`src/rtl/dmem_access_ctrl_if.sv`:
```
// Pipeline/memory bus of the MEM-stage data-memory access controller.
// master = pipeline + memory side, slave = dmem_access_ctrl.
interface dmem_access_ctrl_if #(
   parameter int ADDR_BITS = 8
);
   logic                 req_m;
   logic                 mem_write_m;
   logic [1:0]           size_m;
   logic                 signed_m;
   logic [31:0]          alu_out_m;
   logic [31:0]          write_data_m;
   logic                 stall_m;
   logic                 done_m;
   logic [31:0]          read_data_m;
   logic                 misalign_m;
   logic [ADDR_BITS-1:0] mem_addr;
   logic [31:0]          mem_wdata;
   logic                 mem_we;
   logic [31:0]          mem_rd;

   modport master (
      output req_m, mem_write_m, size_m, signed_m, alu_out_m, write_data_m, mem_rd,
      input  stall_m, done_m, read_data_m, misalign_m, mem_addr, mem_wdata, mem_we
   );

   modport slave (
      input  req_m, mem_write_m, size_m, signed_m, alu_out_m, write_data_m, mem_rd,
      output stall_m, done_m, read_data_m, misalign_m, mem_addr, mem_wdata, mem_we
   );
endinterface

```
`src/rtl/dmem_access_ctrl.sv`:
```
// Byte/half/word load-store to word memory with RMW sub-word stores; stalls pipeline until done.
// Optional one-entry last-word cache: DMEM_LAST_WORD_CACHE_EN.
module dmem_access_ctrl #(
   parameter int ADDR_BITS = 8
) (
   input  logic              clock,
   input  logic              reset,
   dmem_access_ctrl_if.slave dmem
);

   typedef enum logic [2:0] {
      S_IDLE     = 3'd0,
      S_RD_ISSUE = 3'd1,
      S_RD_WAIT  = 3'd2,
      S_WR       = 3'd3,
      S_DONE     = 3'd4
   } state_t;

   state_t               r_state;
   state_t               w_next;

   logic                 r_write;
   logic [1:0]           r_size;
   logic                 r_signed;
   logic [1:0]           r_lane;
   logic [ADDR_BITS-1:0] r_idx;
   logic [31:0]          r_wdata;

   logic                 r_done;
   logic [31:0]          r_rdata;
   logic                 r_misalign;
   logic [ADDR_BITS-1:0] r_mem_addr;
   logic [31:0]          r_mem_wdata;
   logic                 r_mem_we;

   logic                 w_done_nxt;
   logic [31:0]          w_rdata_nxt;
   logic                 w_mis_nxt;
   logic [ADDR_BITS-1:0] w_mem_addr_nxt;
   logic [31:0]          w_mem_wdata_nxt;
   logic                 w_mem_we_nxt;

   logic [ADDR_BITS-1:0] w_idx;
   logic [1:0]           w_lane;
   logic                 w_misalign;
   logic                 w_is_word;
   logic                 w_hit;
   logic [31:0]          w_cache_word;
   logic                 w_unused;

   assign w_idx      = dmem.alu_out_m[ADDR_BITS+1:2];
   assign w_lane     = dmem.alu_out_m[1:0];
   assign w_is_word  = dmem.size_m[1];
   assign w_misalign = (dmem.size_m == 2'b01) ? w_lane[0] : (w_is_word && (w_lane != 2'b00));
   assign w_unused   = ^dmem.alu_out_m[31:ADDR_BITS+2];

   function automatic logic [31:0] f_extract(input logic [31:0] word, input logic [1:0] lane,
                                             input logic [1:0] size, input logic sgn);
      logic [7:0]  b;
      logic [15:0] h;
      b = word[{lane, 3'b000} +: 8];
      h = lane[1] ? word[31:16] : word[15:0];
      case (size)
         2'b00:   return {{24{sgn & b[7]}}, b};
         2'b01:   return {{16{sgn & h[15]}}, h};
         default: return word;
      endcase
   endfunction

   function automatic logic [31:0] f_merge(input logic [31:0] old, input logic [1:0] lane,
                                           input logic [1:0] size, input logic [31:0] wd);
      logic [31:0] r;
      r = old;
      case (size)
         2'b00: r[{lane, 3'b000} +: 8] = wd[7:0];
         2'b01: if (lane[1]) r[31:16] = wd[15:0]; else r[15:0] = wd[15:0];
         default: r = wd;
      endcase
      return r;
   endfunction

`ifdef DMEM_LAST_WORD_CACHE_EN
   logic                 r_c_vld;
   logic [ADDR_BITS-1:0] r_c_idx;
   logic [31:0]          r_c_dat;

   assign w_hit        = r_c_vld && (r_c_idx == w_idx);
   assign w_cache_word = r_c_dat;

   // Track whatever word last crossed the memory port, read or written.
   always_ff @(posedge clock or posedge reset) begin
      if (reset) begin
         r_c_vld <= 1'b0;
         r_c_idx <= '0;
         r_c_dat <= '0;
      end else if (r_state == S_RD_WAIT) begin
         r_c_vld <= 1'b1;
         r_c_idx <= r_idx;
         r_c_dat <= dmem.mem_rd;
      end else if (r_state == S_WR) begin
         r_c_vld <= 1'b1;
         r_c_idx <= r_mem_addr;
         r_c_dat <= r_mem_wdata;
      end
   end
`else
   assign w_hit        = 1'b0;
   assign w_cache_word = '0;
`endif

   always_ff @(posedge clock or posedge reset) begin
      if (reset) r_state <= S_IDLE;
      else       r_state <= w_next;
   end

   always_comb begin
      w_next = r_state;
      case (r_state)
         S_IDLE: begin
            if (dmem.req_m) begin
               if (w_misalign)                     w_next = S_DONE;
               else if (dmem.mem_write_m)          w_next = (w_is_word || w_hit) ? S_WR : S_RD_ISSUE;
               else                                w_next = w_hit ? S_DONE : S_RD_ISSUE;
            end
         end
         S_RD_ISSUE: w_next = S_RD_WAIT;
         S_RD_WAIT:  w_next = r_write ? S_WR : S_DONE;
         S_WR:       w_next = S_DONE;
         S_DONE:     w_next = S_IDLE;
         default:    w_next = S_IDLE;
      endcase
   end

   always_comb begin
      w_mem_addr_nxt  = r_mem_addr;
      w_mem_wdata_nxt = r_mem_wdata;
      w_mem_we_nxt    = (w_next == S_WR);
      w_done_nxt      = (w_next == S_DONE);
      w_rdata_nxt     = '0;
      w_mis_nxt       = 1'b0;
      case (r_state)
         S_IDLE: begin
            if (dmem.req_m) begin
               if (w_misalign) begin
                  w_mis_nxt = 1'b1;
               end else if (w_next == S_DONE) begin
                  w_rdata_nxt = f_extract(w_cache_word, w_lane, dmem.size_m, dmem.signed_m);
               end else begin
                  w_mem_addr_nxt = w_idx;
                  if (w_next == S_WR)
                     w_mem_wdata_nxt = f_merge(w_cache_word, w_lane, dmem.size_m, dmem.write_data_m);
               end
            end
         end
         S_RD_WAIT: begin
            if (r_write) w_mem_wdata_nxt = f_merge(dmem.mem_rd, r_lane, r_size, r_wdata);
            else         w_rdata_nxt     = f_extract(dmem.mem_rd, r_lane, r_size, r_signed);
         end
         default: ;
      endcase
   end

   always_ff @(posedge clock or posedge reset) begin
      if (reset) begin
         r_write  <= 1'b0;
         r_size   <= 2'b00;
         r_signed <= 1'b0;
         r_lane   <= 2'b00;
         r_idx    <= '0;
         r_wdata  <= '0;
      end else if ((r_state == S_IDLE) && dmem.req_m) begin
         r_write  <= dmem.mem_write_m;
         r_size   <= dmem.size_m;
         r_signed <= dmem.signed_m;
         r_lane   <= w_lane;
         r_idx    <= w_idx;
         r_wdata  <= dmem.write_data_m;
      end
   end

   always_ff @(posedge clock or posedge reset) begin
      if (reset) begin
         r_done      <= 1'b0;
         r_rdata     <= '0;
         r_misalign  <= 1'b0;
         r_mem_addr  <= '0;
         r_mem_wdata <= '0;
         r_mem_we    <= 1'b0;
      end else begin
         r_done      <= w_done_nxt;
         r_rdata     <= w_rdata_nxt;
         r_misalign  <= w_mis_nxt;
         r_mem_addr  <= w_mem_addr_nxt;
         r_mem_wdata <= w_mem_wdata_nxt;
         r_mem_we    <= w_mem_we_nxt;
      end
   end

   assign dmem.stall_m     = dmem.req_m & ~r_done;
   assign dmem.done_m      = r_done;
   assign dmem.read_data_m = r_rdata;
   assign dmem.misalign_m  = r_misalign;
   assign dmem.mem_addr    = r_mem_addr;
   assign dmem.mem_wdata   = r_mem_wdata;
   assign dmem.mem_we      = r_mem_we;

endmodule
```
`src/flat_wrapper.sv`:
```
// flat-port wrapper written by rule: the top's interface ports become plain ports
module dmem_access_ctrl_flat 
#(
   parameter int ADDR_BITS = 8
)
  (clock, reset, dmem_req_m, dmem_mem_write_m, dmem_size_m, dmem_signed_m, dmem_alu_out_m, dmem_write_data_m, dmem_mem_rd, dmem_stall_m, dmem_done_m, dmem_read_data_m, dmem_misalign_m, dmem_mem_addr, dmem_mem_wdata, dmem_mem_we);
  dmem_access_ctrl_if #(.ADDR_BITS(ADDR_BITS)) dmem_i ();
  input  logic clock;
  input  logic reset;
  input wire logic [$bits(dmem_i.req_m)-1:0] dmem_req_m;
  input wire logic [$bits(dmem_i.mem_write_m)-1:0] dmem_mem_write_m;
  input wire logic [$bits(dmem_i.size_m)-1:0] dmem_size_m;
  input wire logic [$bits(dmem_i.signed_m)-1:0] dmem_signed_m;
  input wire logic [$bits(dmem_i.alu_out_m)-1:0] dmem_alu_out_m;
  input wire logic [$bits(dmem_i.write_data_m)-1:0] dmem_write_data_m;
  input wire logic [$bits(dmem_i.mem_rd)-1:0] dmem_mem_rd;
  output wire logic [$bits(dmem_i.stall_m)-1:0] dmem_stall_m;
  output wire logic [$bits(dmem_i.done_m)-1:0] dmem_done_m;
  output wire logic [$bits(dmem_i.read_data_m)-1:0] dmem_read_data_m;
  output wire logic [$bits(dmem_i.misalign_m)-1:0] dmem_misalign_m;
  output wire logic [$bits(dmem_i.mem_addr)-1:0] dmem_mem_addr;
  output wire logic [$bits(dmem_i.mem_wdata)-1:0] dmem_mem_wdata;
  output wire logic [$bits(dmem_i.mem_we)-1:0] dmem_mem_we;
  assign dmem_i.req_m = dmem_req_m;
  assign dmem_i.mem_write_m = dmem_mem_write_m;
  assign dmem_i.size_m = dmem_size_m;
  assign dmem_i.signed_m = dmem_signed_m;
  assign dmem_i.alu_out_m = dmem_alu_out_m;
  assign dmem_i.write_data_m = dmem_write_data_m;
  assign dmem_i.mem_rd = dmem_mem_rd;
  assign dmem_stall_m = dmem_i.stall_m;
  assign dmem_done_m = dmem_i.done_m;
  assign dmem_read_data_m = dmem_i.read_data_m;
  assign dmem_misalign_m = dmem_i.misalign_m;
  assign dmem_mem_addr = dmem_i.mem_addr;
  assign dmem_mem_wdata = dmem_i.mem_wdata;
  assign dmem_mem_we = dmem_i.mem_we;
  dmem_access_ctrl #(.ADDR_BITS(ADDR_BITS)) u_core (.clock(clock), .reset(reset), .dmem(dmem_i));
endmodule
```
`config.mk`:
```
export PLATFORM = sky130hd
export DESIGN_NAME = dmem_access_ctrl_flat
export DESIGN_NICKNAME = d
export VERILOG_FILES = /design/src/rtl/dmem_access_ctrl_if.sv /design/src/rtl/dmem_access_ctrl.sv /design/src/flat_wrapper.sv
export SDC_FILE = /design/constraint.sdc
export NUM_CORES = 1
export LEC_CHECK = 0
export CAP_MARGIN = 15
export CORE_AREA = 2 2 117 119
export DETAILED_ROUTE_END_ITERATION = 8
export DIE_AREA = 0 0 119 121
export GPL_TIMING_DRIVEN = 0
export PLACE_DENSITY = 0.79
export SYNTH_ARGS = -nofsm -noshare
export SYNTH_HDL_FRONTEND = slang
export SYNTH_SLANG_ARGS = --single-unit
```
`constraint.sdc`:
```
create_clock -name clock -period 4.8 [get_ports clock]
set_input_delay 0.72 -clock clock [delete_from_list [all_inputs] [get_ports clock]]
set_output_delay 0.72 -clock clock [all_outputs]
set_load 0.005 [all_outputs]
```
==> key figures <==
Timing
  – Final Hold Violating Endpoints: 0
  – Max-slew violations: 0
  – Setup violations, final: 0
  – Part of the cycle the worst path needs: 0.636
  – TNS Setup: 0 ns
  – Worst-Margin Slew: 0.948 ns
  – Final Skew: 0.00949 ns
  – Fin crit period: 3.05 ns
  – FMAX: 328 MHz
  – Hold slack: 0.472 ns
  – RSZ-0062 raised after global routing: false
  – Worst slew margin: 0.363

Power
  – Internal power: 3.27 mW
  – Reg power frac: 0.316
  – Leakage power: 3.70 nW
  – Comb power frac: 0.452
  – Power density over the cells: 619 mW/mm^2
  – Switch share: 0.384
  – Switch Pwr: 2.04 mW
  – Overall power: 5.30 mW
  – Worst vdd ir: 0.000318 V
  – Clock Power Share: 0.232

GRT
  – First-pass GRT wire length: 34.0 mm
  – Number of global-route vias before repair: 5798
  – GRT overflow: 0
  – Tot GR Track Use: 0.316
  – Antenna violations before repair: 0
  – Largest net degree at the start of global routing: 60

Die
  – Top-level port count: 179
  – Core region area: 0.0131 mm^2
  – Row cnt: 42
  – Die area: 0.0144 mm^2
  – Initial Utilization: 0.472
  – Die height: 121 um
  – Die Width: 119 um

Hold path
  – Hold Path Depth: 1
  – Hold path start: u_core.dmem.mem_wdata[27]$_DFFE_PP0P_
  – Class of the worst hold path: flip-flop to flip-flop
  – Worst Hold End: u_core.dmem.mem_wdata[27]$_DFFE_PP0P_

Clocking
  – Clock latency on the worst-skew pair: 0.42 ns
  – Post-CTS setup buffers: 0
  – Clock buffer depth: 2
  – Sink Count: 116
  – Root Driver: clkbuf_16
  – # hold bufs at CTS: 0
  – Count of cells resized by post-cts repair: 0
  – Clock-pin transition on the worst setup and hold timing paths: 0.05 ns
  – Number of clock buffers inserted by TritonCTS: 17
  – CTS tree: built
  – H-tree depth: 4

Status
  – Status: complete, no violations

Place
  – Placed Area: 0.00799 mm^2
  – I/O Buffers: 156
  – DP HPWL: 16.8 mm
  – Placer congestion estimate: 0.957

Layout
  – Synthesis-to-finish area growth: 38.6%
  – Final core utilization: 0.655
  – Most frequent cells in the layout: clkdlybuf4s50_1 (156), dfrtp_1 (116), nand2_1 (67), a221oi_1 (56), mux2_2 (51)
  – Filler instances: 1035
  – Nets: 851
  – Fraction of layout cells with a size suffix above 1: 0.165
  – Final instance area: 0.00856 mm^2
  – Reg area: 0.00290 mm^2
  – Ant diodes: 0
  – Multi-input logic area: 0.00299 mm^2
  – Commonest non-fill, non-tap cell in the layout: clkdlybuf4s50_1

Setup path
  – Setup CP Type: primary input to flip-flop
  – Buf/Inv on CP: 2
  – Crit start category: primary input
  – R2R cell count: 7
  – Crit path DAT: 3.41 ns
  – R2r startpoint: u_core.r_lane[0]$_DFFE_PP0P_
  – Cell family with most CP delay: simple AND/OR/NAND/NOR gates
  – Capture point of the worst reg-to-reg path: u_core.dmem.mem_wdata[30]$_DFFE_PP0P_
  – CP peak stage delay: 0.60 ns
  – CP max stage cell: clkdlybuf4s50_1
  – Reg2reg setup slack: 1.88 ns
  – Critical Path End Type: flip-flop
  – Crit-path max FO: 8
  – WP depth: 8
  – CP required: 5.16 ns
  – Cell chain of the critical path: clkdlybuf4s50_1, inv_1, ha_1, or4b_4, nor3b_4, nand2_1, a221oi_2, a21o_1

Logic synthesis
  – Synthesized area per cell: 11.0 um^2
  – Top_reg_cell synth: dfrtp_1
  – Part of the Yosys area used for sequential elements: 0.470
  – Post-Syn Instances: 562
  – Synth cell types: 45
  – Synth warnings: 0
  – Synth async-reset ratio: 1.00
  – Flops & latches, synth: 116
  – Syn Nets: 675
  – Post-synth EDFFs: 0
  – Mapped Area: 0.00618 mm^2

Run
  – Max cap viols: 0

Detailed routing
  – Drt wl/cell: 24.2 um
  – Routed WL: 22.4 mm
  – Final ANT Viol Nets: 0
  – Starting DRT DRC Count: 686
  – DRC Markers: 0
  – TritonRoute pass-1 iters: 6
  – Via Count: 5783
  – Via density: 6.25
==> logic make-up (layout without fill, tap and decap cells) <==
logic type	Yosys count	count (layout)	share of synthesized area
buffers and inverters	61	249	0.0462
DFF	116	116	0.470
AOI/OAI and AO/OA	178	178	0.234
muxes	62	62	0.125
and+or+nand+nor	135	135	0.105
adders and majority gates	10	10	0.0202
==> worst reg2reg max path: cells and delay by family, from the launching register on <==
kind / cells / cell delay (ns)
AOI/OAI and AO/OA: 3 / 0.87
and+or+nand+nor: 1 / 0.85
buffers and inverters: 2 / 0.39
DFF: 1 / 0.37
adders and majority gates: 1 / 0.37
==> power groups by stage <==
stage | clock network, mW | logic (mW) | registers, mW
after floorplan | 0 | 1.42 | 1.58
after global placement | 0 | 2.31 | 1.65
after detailed placement | 0 | 2.36 | 1.67
after CTS | 1.23 | 2.37 | 1.66
after global routing | 1.28 | 2.58 | 1.71
final | 1.23 | 2.40 | 1.67
==> flip-flops by register name, indices dropped and copies added, names as in the netlist <==
register / count
u_core.r_lane: 2
u_core.dmem.mem_wdata: 32
u_core.r_wdata: 32
u_core.r_state: 3
u_core.dmem.misalign_m: 1
u_core.r_size: 2
u_core.dmem.mem_addr: 8
u_core.dmem.read_data_m: 32
u_core.dmem.done_m: 1
u_core.dmem.mem_we: 1
u_core.r_signed: 1
u_core.r_write: 1
==> how the worst max path moves through the flow <==
stage	start	to	slack (ns)
detailed placement	dmem_alu_out_m[0]	u_core.dmem.mem_wdata[30]$_DFFE_PP0P_	1.39
floorplan	reset	u_core.dmem.done_m$_DFF_PP0_	1.01
global route	dmem_alu_out_m[0]	u_core.dmem.mem_wdata[30]$_DFFE_PP0P_	1.69
finish	dmem_alu_out_m[0]	u_core.dmem.mem_wdata[30]$_DFFE_PP0P_	1.75
CTS	dmem_alu_out_m[0]	u_core.dmem.mem_wdata[30]$_DFFE_PP0P_	1.81
global placement	reset	u_core.dmem.mem_wdata[28]$_DFFE_PP0P_	-0.47
==> synthesized netlist by cell type, types with 13 or more instances <==
cell type,count,area (um^2)
a21o_1,25,188
a21oi_1,13,65.1
a221oi_1,56,490
clkbuf_1,23,86.3
dfrtp_1,116,2900
inv_1,18,67.6
mux2_2,51,574
nand2_1,67,251
nor2_1,23,86.3
o21ai_0,16,80.1
o31ai_1,15,113
==> layout make-up <==
cell class              count  area share
repair buffers            157       0.186
clock buffers              23      0.0581
multi-input cells         385       0.349
flip-flops and latches    116       0.339
plain buffers              42      0.0250
well taps                 176      0.0257
clock inverters             8     0.00877
inverters                  19     0.00862
==> metal layers <==
| metal | GRT usage | wire, um | vias to the layer above | part of all wire |
|---|---|---|---|---|
| met4 | 0.160 | 978 | 0 | 0.044 |
| met5 | 0 | 0 | - | 0 |
| li1 | - | - | 2522 | - |
| met2 | 0.486 | 10200 | 361 | 0.46 |
| met1 | 0.419 | 9160 | 2831 | 0.41 |
| met3 | 0.0733 | 2040 | 69 | 0.091 |
==> per-stage QoR <==
stage | worst slack [ns] | std cells
floorplan | 1.01 | 562
global placement | -0.472 | 894
detailed placement | 1.39 | 895
CTS | 1.81 | 926
global route | 1.69 | 926
finish | 1.75 | 926
No activity file was read; power rests on OpenSTA's default activity.
